--- src/rtl/commit_seq_pkg.sv ---
// Shared widths and record types for the commit sequencer.
package commit_seq_pkg;

    localparam int XLEN   = 32;
    localparam int MEMW_W = 6;

    // One memory access attached to a commit record.
    typedef struct packed {
        logic              valid;
        logic [XLEN-1:0]   addr;
        logic [MEMW_W-1:0] memWidth;
        logic [XLEN-1:0]   data;
    } mem_access_t;

    // One buffered commit; rd_pending marks a load still waiting for its data.
    typedef struct packed {
        logic [XLEN-1:0] pc;
        logic [XLEN-1:0] inst;
        logic            event_valid;
        logic [XLEN-1:0] event_cause;
        mem_access_t     rd;
        mem_access_t     wr;
        logic            rd_pending;
    } commit_entry_t;

endpackage

--- src/rtl/commit_seq_buffer.sv ---
// Circular commit-record store with in-order load-data fill.
// The fill target is the oldest buffered entry still waiting for load data;
// loads return in issue order, so that entry always owns the next rdata beat.
module commit_seq_buffer
    import commit_seq_pkg::*;
#(
    parameter int DEPTH = 4
) (
    input  logic                     clock,
    input  logic                     reset,
    input  logic                     push,
    input  commit_entry_t            push_entry,
    input  logic                     pop,
    input  logic                     rdata_valid,
    input  logic [XLEN-1:0]          rdata,
    output commit_entry_t            head,
    output logic [$clog2(DEPTH):0]   count,
    output logic                     fill_miss
);

    localparam int AW = $clog2(DEPTH);
    localparam int PW = AW + 1;

    commit_entry_t mem [DEPTH];
    logic [PW-1:0] wr_ptr, rd_ptr;
    logic [AW-1:0] fill_ptr, idx;
    logic          fill_hit, capture_new;
    commit_entry_t new_entry;

    assign count = wr_ptr - rd_ptr;
    assign head  = mem[rd_ptr[AW-1:0]];

    // Locate the oldest live entry that still waits for load data.
    always_comb begin
        fill_hit = 1'b0;
        fill_ptr = rd_ptr[AW-1:0];
        idx      = '0;
        for (int i = 0; i < DEPTH; i++) begin
            idx = rd_ptr[AW-1:0] + AW'(i);
            if (!fill_hit && (PW'(i) < count) && mem[idx].rd_pending) begin
                fill_hit = 1'b1;
                fill_ptr = idx;
            end
        end
    end

    // With nothing older pending, data arriving alongside a new load belongs to it.
    always_comb begin
        capture_new = rdata_valid && !fill_hit && push && push_entry.rd_pending;
        fill_miss   = rdata_valid && !fill_hit && !capture_new;
        new_entry   = push_entry;
        if (capture_new) begin
            new_entry.rd.data    = rdata;
            new_entry.rd_pending = 1'b0;
        end
    end

    // Storage and pointer update; push never targets a live slot, so it cannot collide with a fill.
    always_ff @(posedge clock) begin
        if (!reset) begin
            wr_ptr <= '0;
            rd_ptr <= '0;
            for (int i = 0; i < DEPTH; i++) mem[i] <= '0;
        end else begin
            if (push) begin
                mem[wr_ptr[AW-1:0]] <= new_entry;
                wr_ptr              <= wr_ptr + PW'(1);
            end
            if (rdata_valid && fill_hit) begin
                mem[fill_ptr].rd.data    <= rdata;
                mem[fill_ptr].rd_pending <= 1'b0;
            end
            if (pop) rd_ptr <= rd_ptr + PW'(1);
        end
    end

endmodule

--- src/rtl/commit_sequencer.sv ---
// Commit sequencer: buffers retirement records, merges late load data and
// issues complete records in order, with commit counter and hang/protocol flags.
module commit_sequencer
    import commit_seq_pkg::*;
#(
    parameter int DEPTH   = 4,
    parameter int TIMEOUT = 64
) (
    input  logic              clock,
    input  logic              reset,
    input  logic              in_valid,
    output logic              in_ready,
    input  logic [XLEN-1:0]   in_pc,
    input  logic [XLEN-1:0]   in_inst,
    input  logic              in_event_valid,
    input  logic [XLEN-1:0]   in_event_cause,
    input  logic              in_mem_read_valid,
    input  logic [XLEN-1:0]   in_mem_read_addr,
    input  logic [MEMW_W-1:0] in_mem_read_memWidth,
    input  logic              in_mem_write_valid,
    input  logic [XLEN-1:0]   in_mem_write_addr,
    input  logic [MEMW_W-1:0] in_mem_write_memWidth,
    input  logic [XLEN-1:0]   in_mem_write_data,
    input  logic              rdata_valid,
    input  logic [XLEN-1:0]   rdata,
    output logic              out_valid,
    input  logic              out_ready,
    output logic [XLEN-1:0]   out_pc,
    output logic [XLEN-1:0]   out_inst,
    output logic              out_event_valid,
    output logic [XLEN-1:0]   out_event_cause,
    output logic              out_mem_read_valid,
    output logic [XLEN-1:0]   out_mem_read_addr,
    output logic [MEMW_W-1:0] out_mem_read_memWidth,
    output logic [XLEN-1:0]   out_mem_read_data,
    output logic              out_mem_write_valid,
    output logic [XLEN-1:0]   out_mem_write_addr,
    output logic [MEMW_W-1:0] out_mem_write_memWidth,
    output logic [XLEN-1:0]   out_mem_write_data,
    output logic [31:0]       commit_count,
    output logic              hang,
    output logic              proto_err
);

    localparam int PW = $clog2(DEPTH) + 1;

    commit_entry_t push_entry, head;
    logic [PW-1:0] count;
    logic          push, pop, fill_miss;
    logic [15:0]   idle;

    assign in_ready  = count < PW'(DEPTH);
    assign out_valid = (count != '0) && !head.rd_pending;
    assign push      = in_valid && in_ready;
    assign pop       = out_valid && out_ready;

    // Build the stored record; a trapping instruction carries no memory effect.
    always_comb begin
        push_entry                = '0;
        push_entry.pc             = in_pc;
        push_entry.inst           = in_inst;
        push_entry.event_valid    = in_event_valid;
        push_entry.event_cause    = in_event_cause;
        push_entry.rd.valid       = in_mem_read_valid && !in_event_valid;
        push_entry.rd.addr        = in_mem_read_addr;
        push_entry.rd.memWidth    = in_mem_read_memWidth;
        push_entry.wr.valid       = in_mem_write_valid && !in_event_valid;
        push_entry.wr.addr        = in_mem_write_addr;
        push_entry.wr.memWidth    = in_mem_write_memWidth;
        push_entry.wr.data        = in_mem_write_data;
        push_entry.rd_pending     = in_mem_read_valid && !in_event_valid;
    end

    commit_seq_buffer #(.DEPTH(DEPTH)) u_buf (
        .clock       (clock),
        .reset       (reset),
        .push        (push),
        .push_entry  (push_entry),
        .pop         (pop),
        .rdata_valid (rdata_valid),
        .rdata       (rdata),
        .head        (head),
        .count       (count),
        .fill_miss   (fill_miss)
    );

    assign out_pc                 = head.pc;
    assign out_inst               = head.inst;
    assign out_event_valid        = head.event_valid;
    assign out_event_cause        = head.event_cause;
    assign out_mem_read_valid     = head.rd.valid;
    assign out_mem_read_addr      = head.rd.addr;
    assign out_mem_read_memWidth  = head.rd.memWidth;
    assign out_mem_read_data      = head.rd.data;
    assign out_mem_write_valid    = head.wr.valid;
    assign out_mem_write_addr     = head.wr.addr;
    assign out_mem_write_memWidth = head.wr.memWidth;
    assign out_mem_write_data     = head.wr.data;

    // Commit counter, idle watchdog and sticky error flags.
    always_ff @(posedge clock) begin
        if (!reset) begin
            commit_count <= '0;
            idle         <= '0;
            hang         <= 1'b0;
            proto_err    <= 1'b0;
        end else begin
            if (pop) begin
                commit_count <= commit_count + 32'd1;
                idle         <= '0;
            end else if (idle != 16'hFFFF) begin
                idle <= idle + 16'd1;
            end
            if (idle == 16'(TIMEOUT)) hang <= 1'b1;
            if (fill_miss) proto_err <= 1'b1;
        end
    end

endmodule

--- config.mk ---
export PLATFORM = sky130hd
export DESIGN_NAME = commit_sequencer
export DESIGN_NICKNAME = d
export VERILOG_FILES = /design/src/rtl/commit_seq_pkg.sv /design/src/rtl/commit_seq_buffer.sv /design/src/rtl/commit_sequencer.sv
export SDC_FILE = /design/constraint.sdc
export NUM_CORES = 1
export LEC_CHECK = 0
export ABC_AREA = 1
export CORE_MARGIN = 2
export CORE_UTILIZATION = 45
export DETAILED_ROUTE_END_ITERATION = 10
export PLACE_DENSITY = 0.74
export SLEW_MARGIN = 20
export SYNTH_ARGS = -nofsm -noshare
export SYNTH_HDL_FRONTEND = slang
export SYNTH_HIERARCHICAL = 1
export SYNTH_SLANG_ARGS = --single-unit
--- constraint.sdc ---
create_clock -name clock -period 7.35 [get_ports clock]
set_input_delay 0.735 -clock clock [delete_from_list [all_inputs] [get_ports clock]]
set_output_delay 0.735 -clock clock [all_outputs]
set_load 0.01 [all_outputs]
==> parameters.txt <==
Parameter                              Value

Final layout
  Fraction of layout instances using a drive strength above 1    0.0562
  Summed area of non-filler cells in the final layout    0.0555 sq mm
  Utilization after layout    0.547
  Final Non-Filler Cells    6,496
  Net count of the finished layout    5,281
  Signed area change from the synthesized netlist to the final layout    20.9%

Clock network
  Clk slew on worst S/H paths    60 ps
  Clock buffer count from CTS    105
  Quantity of gates resized following cts    0
  H-tree lvl count    3
  Number of sinks handled by clock tree synthesis    just over 1,000
  Number of setup buffers added after CTS    0
  Hold Buf Count CTS    0
  Maximum number of buffers from clock root to sink    3
  Clock insertion delay at the later pin of the skew report    between 600 and 700 ps
  Clock tree from TritonCTS    yes
  Root buf cell    clkbuf_16

Timing
  Accumulated negative setup slack    0 ps
  Fraction of the cycle the final worst path needs    0.697
  Total count of max-transition violations in the final report    0
  Measured slew at the worst slew-check pin    between 1000 and 1500 ps
  RSZ-0062 raised after global routing    no
  Minimum period implied by the final worst setup slack    roughly 5100 ps
  Maximum achievable frequency    195 MHz
  Relative max-transition margin    0.212
  Setup violation total in the final timing report    0
  Hold Vio Cnt, Final    0
  Setup Skew    31.0 ps

Placement
  RD Place Congestion    0.848
  Placed Cells    6,291
  Post-DP HPWL    roughly 71 mm
  Placement Cell Area    roughly 0.052 sq mm
  Quantity of I/O buffers inserted on ports    518

Synth
  Post-Syn Instances    4,650
  Cell type with the largest total area after synthesis    edfxtp_1
  Predominant post-synthesis flop cell    edfxtp_1
  Async set-reset flop share out of synthesis    0
  Post-synthesis register bit count    1,018
  Area share of the leading cell type in the synthesized netlist    0.625
  Yosys Warn Count    6
  Post-synth EDFFs    956
  Number of distinct library cell variants in the gate-level netlist after synthesis    between 40 and 50
  Most instantiated cells after synthesis    nor2_1, edfxtp_1, o21ai_0
  Post-synthesis area per instance    9.87 sq um
  Main area contributors after synthesis    edfxtp_1, nor2_1, o21ai_0
  Cell area after synthesis    0.0459 sq mm
  Post-synthesis sequential area ratio    0.652
  Dominant cell by count in the synthesized netlist    nor2_1

Power and ir drop
  Total power density per cell area    387 mW/mm^2
  Max VDD drop    276 uV
  Leakage power figure    21.7 nW
  Total Power    21.5 mW

Critical path
  Worst reg-to-reg setup slack    2230 ps
  Critical Setup Path Class    flop to flop
  Required time at the endpoint of the critical path    7670 ps
  Number of cells traversed by the worst register-to-register path    13
  RR Startpoint    u_buf/wr_ptr[0]
  Crit path cell chain    inv_1, ha_1, fa_1, nand3_1, nand2_1, nor2_1, nand2_4, nor2_1, inv_1, nor2_2, inv_8, nand2_4, buf_12
  Startpoint type of the worst setup path    flop
  Crit. End Element    flop
  Reg2Reg Capture Point    u_buf/mem[1][183]
  Slowest stage delay, CP    830 ps
  CP Data Arrival Time    5440 ps
  Biggest fanout along the worst timing path    93
  Crit-path slowest cell    nor2_2

Drt
  Vias/cell    5.49
  Number of DRC violations after detailed routing    0
  Vias    35,700
  Count of nets left with antenna violations after detail routing    0
  Number of DRC markers after the initial detailed-route iteration    3,848
  Wirelength per Cell    19.9 microns
  Drt total wl    129 mm
  Drt pass-1 iters    6

Floorplan
  Die Outline Area    0.105 sq mm
  Row count    between 100 and 150
  Placeable Area    0.101 sq mm
  Die X    around 320 microns
  Die height    between 300 and 400 microns
  Starting utilization of the core area    0.453
  Number of placed I/O pins    519

Hold path
  Classification of the worst-slack hold path    flop to flop
  Capture endpoint of the worst hold path    hang
  Hold path startpoint    hang
  Hold path cells    2

GRT
  Overall fraction of global-route tracks in use    0.240
  Number of antenna violations at the first check in global routing    14
  Via count of the first global-routing pass    34,500
  Wire length of the first global-routing pass    between 150 and 200 mm
  Maximum number of pins on one net before global-route repair    195
  Grt total ovfl    0

Outcome
  Result of the run    finished, final reports clean

Run
  Max-capacitance violation count    0
[flip-flops by register name, summed over array words and instances (netlist names), named ones only]
register and flops:
u_buf/mem 960, commit_count 32, idle 16, u_buf/rd_ptr 3
u_buf/wr_ptr 3, hang 1, proto_err 1
[routing by layer]
layer,share of wire,vias to the layer above,track usage
met5,0.00065,-,0
met4,0.033,16,0.0865
met3,0.097,303,0.0495
met2,0.49,1732,0.408
met1,0.38,17100,0.303
li1,-,16500,-
[area by class of cell]
class	instances	area, sq um
fillers	8660	45900
multi-input cells	3011	13500
diodes	6	15.0
clock buffers	140	2810
inverters	336	1310
well taps	1368	1710
flip-flops and latches	1018	30000
repair buffers	558	5630
clock inverters	59	552
[logic make-up (layout without fill, tap and decap cells)]
family          after synthesis  in the layout  share of synthesized area
simple gates               2172           2172                      0.193
flops                      1018           1018                      0.652
compound gates              796            796                     0.0953
buf+inv                     652           1093                     0.0564
fa+ha+maj                     7              7                    0.00207
xor+xnor                      4              4                   0.000763
other cells                   1             38                  0.0000817
[how the worst max path moves through the flow]
stage	start	end	slack, ps
after floorplan	u_buf/wr_ptr[0]	u_buf/mem[0][104]	60
after global placement	u_buf/rd_ptr[0]	u_buf/mem[1][132]	2320
after detailed placement	u_buf/wr_ptr[0]	u_buf/mem[1][132]	2240
after CTS	u_buf/wr_ptr[0]	u_buf/mem[1][145]	2260
after global routing	u_buf/wr_ptr[0]	u_buf/mem[1][132]	1880
final	u_buf/wr_ptr[0]	u_buf/mem[1][183]	2230
[report_power, final]
group,total (mW),switching [mW],internal (mW)
Clock,5.19,2.25,2.94
Sequential,8.05,0.337,7.71
Combinational,8.25,5.23,3.02
[through the flow]
| stage | hold WS [ps] | setup WS (ps) |
|---|---|---|
| after floorplan | 469 | 58.3 |
| after detailed placement | 445 | 2240 |
| final | 449 | 2230 |
| after CTS | 454 | 2260 |
| after global placement | 445 | 2320 |
| after global routing | 485 | 1880 |
[layout by cell type (no fill, tap or decap), types with 3 or more instances in the layout]
master,netlist,routed
clkbuf_8,0,3
buf_4,11,27
inv_6,1,5
a21oi_1,53,53
nand3_2,8,8
nor2_4,9,10
nor2_1,1408,1405
nor3_1,13,13
nand4_1,17,17
inv_2,15,13
nand2_2,8,8
o21ai_0,491,491
clkbuf_16,0,106
clkinv_1,2,27
bufinv_16,0,7
nor3b_1,3,3
nand2_1,421,417
nor2_2,26,28
clkbuf_1,262,31
clkinv_16,0,3
nand3_4,4,4
nor3_2,3,3
clkinvlp_4,0,5
nand2_4,2,6
ha_1,6,6
inv_1,317,313
or2_2,3,3
buf_12,0,11
o22ai_1,239,239
dfxtp_1,62,60
nand3_1,240,240
conb_1,1,32
clkinv_2,1,15
inv_8,0,5
clkdlybuf4s50_1,0,518
diode_2,0,6
a31oi_2,5,5
edfxtp_1,956,956
[critical path, delay by kind of cell, from the launching register on]
kind                     cells  cell delay, ps
flip-flops                   1             390
adder cells (fa/ha/maj)      2             650
AND/OR/NAND/NOR              7            2460
buffers and inverters        4            1080
No activity file was read; power rests on OpenSTA's default activity.
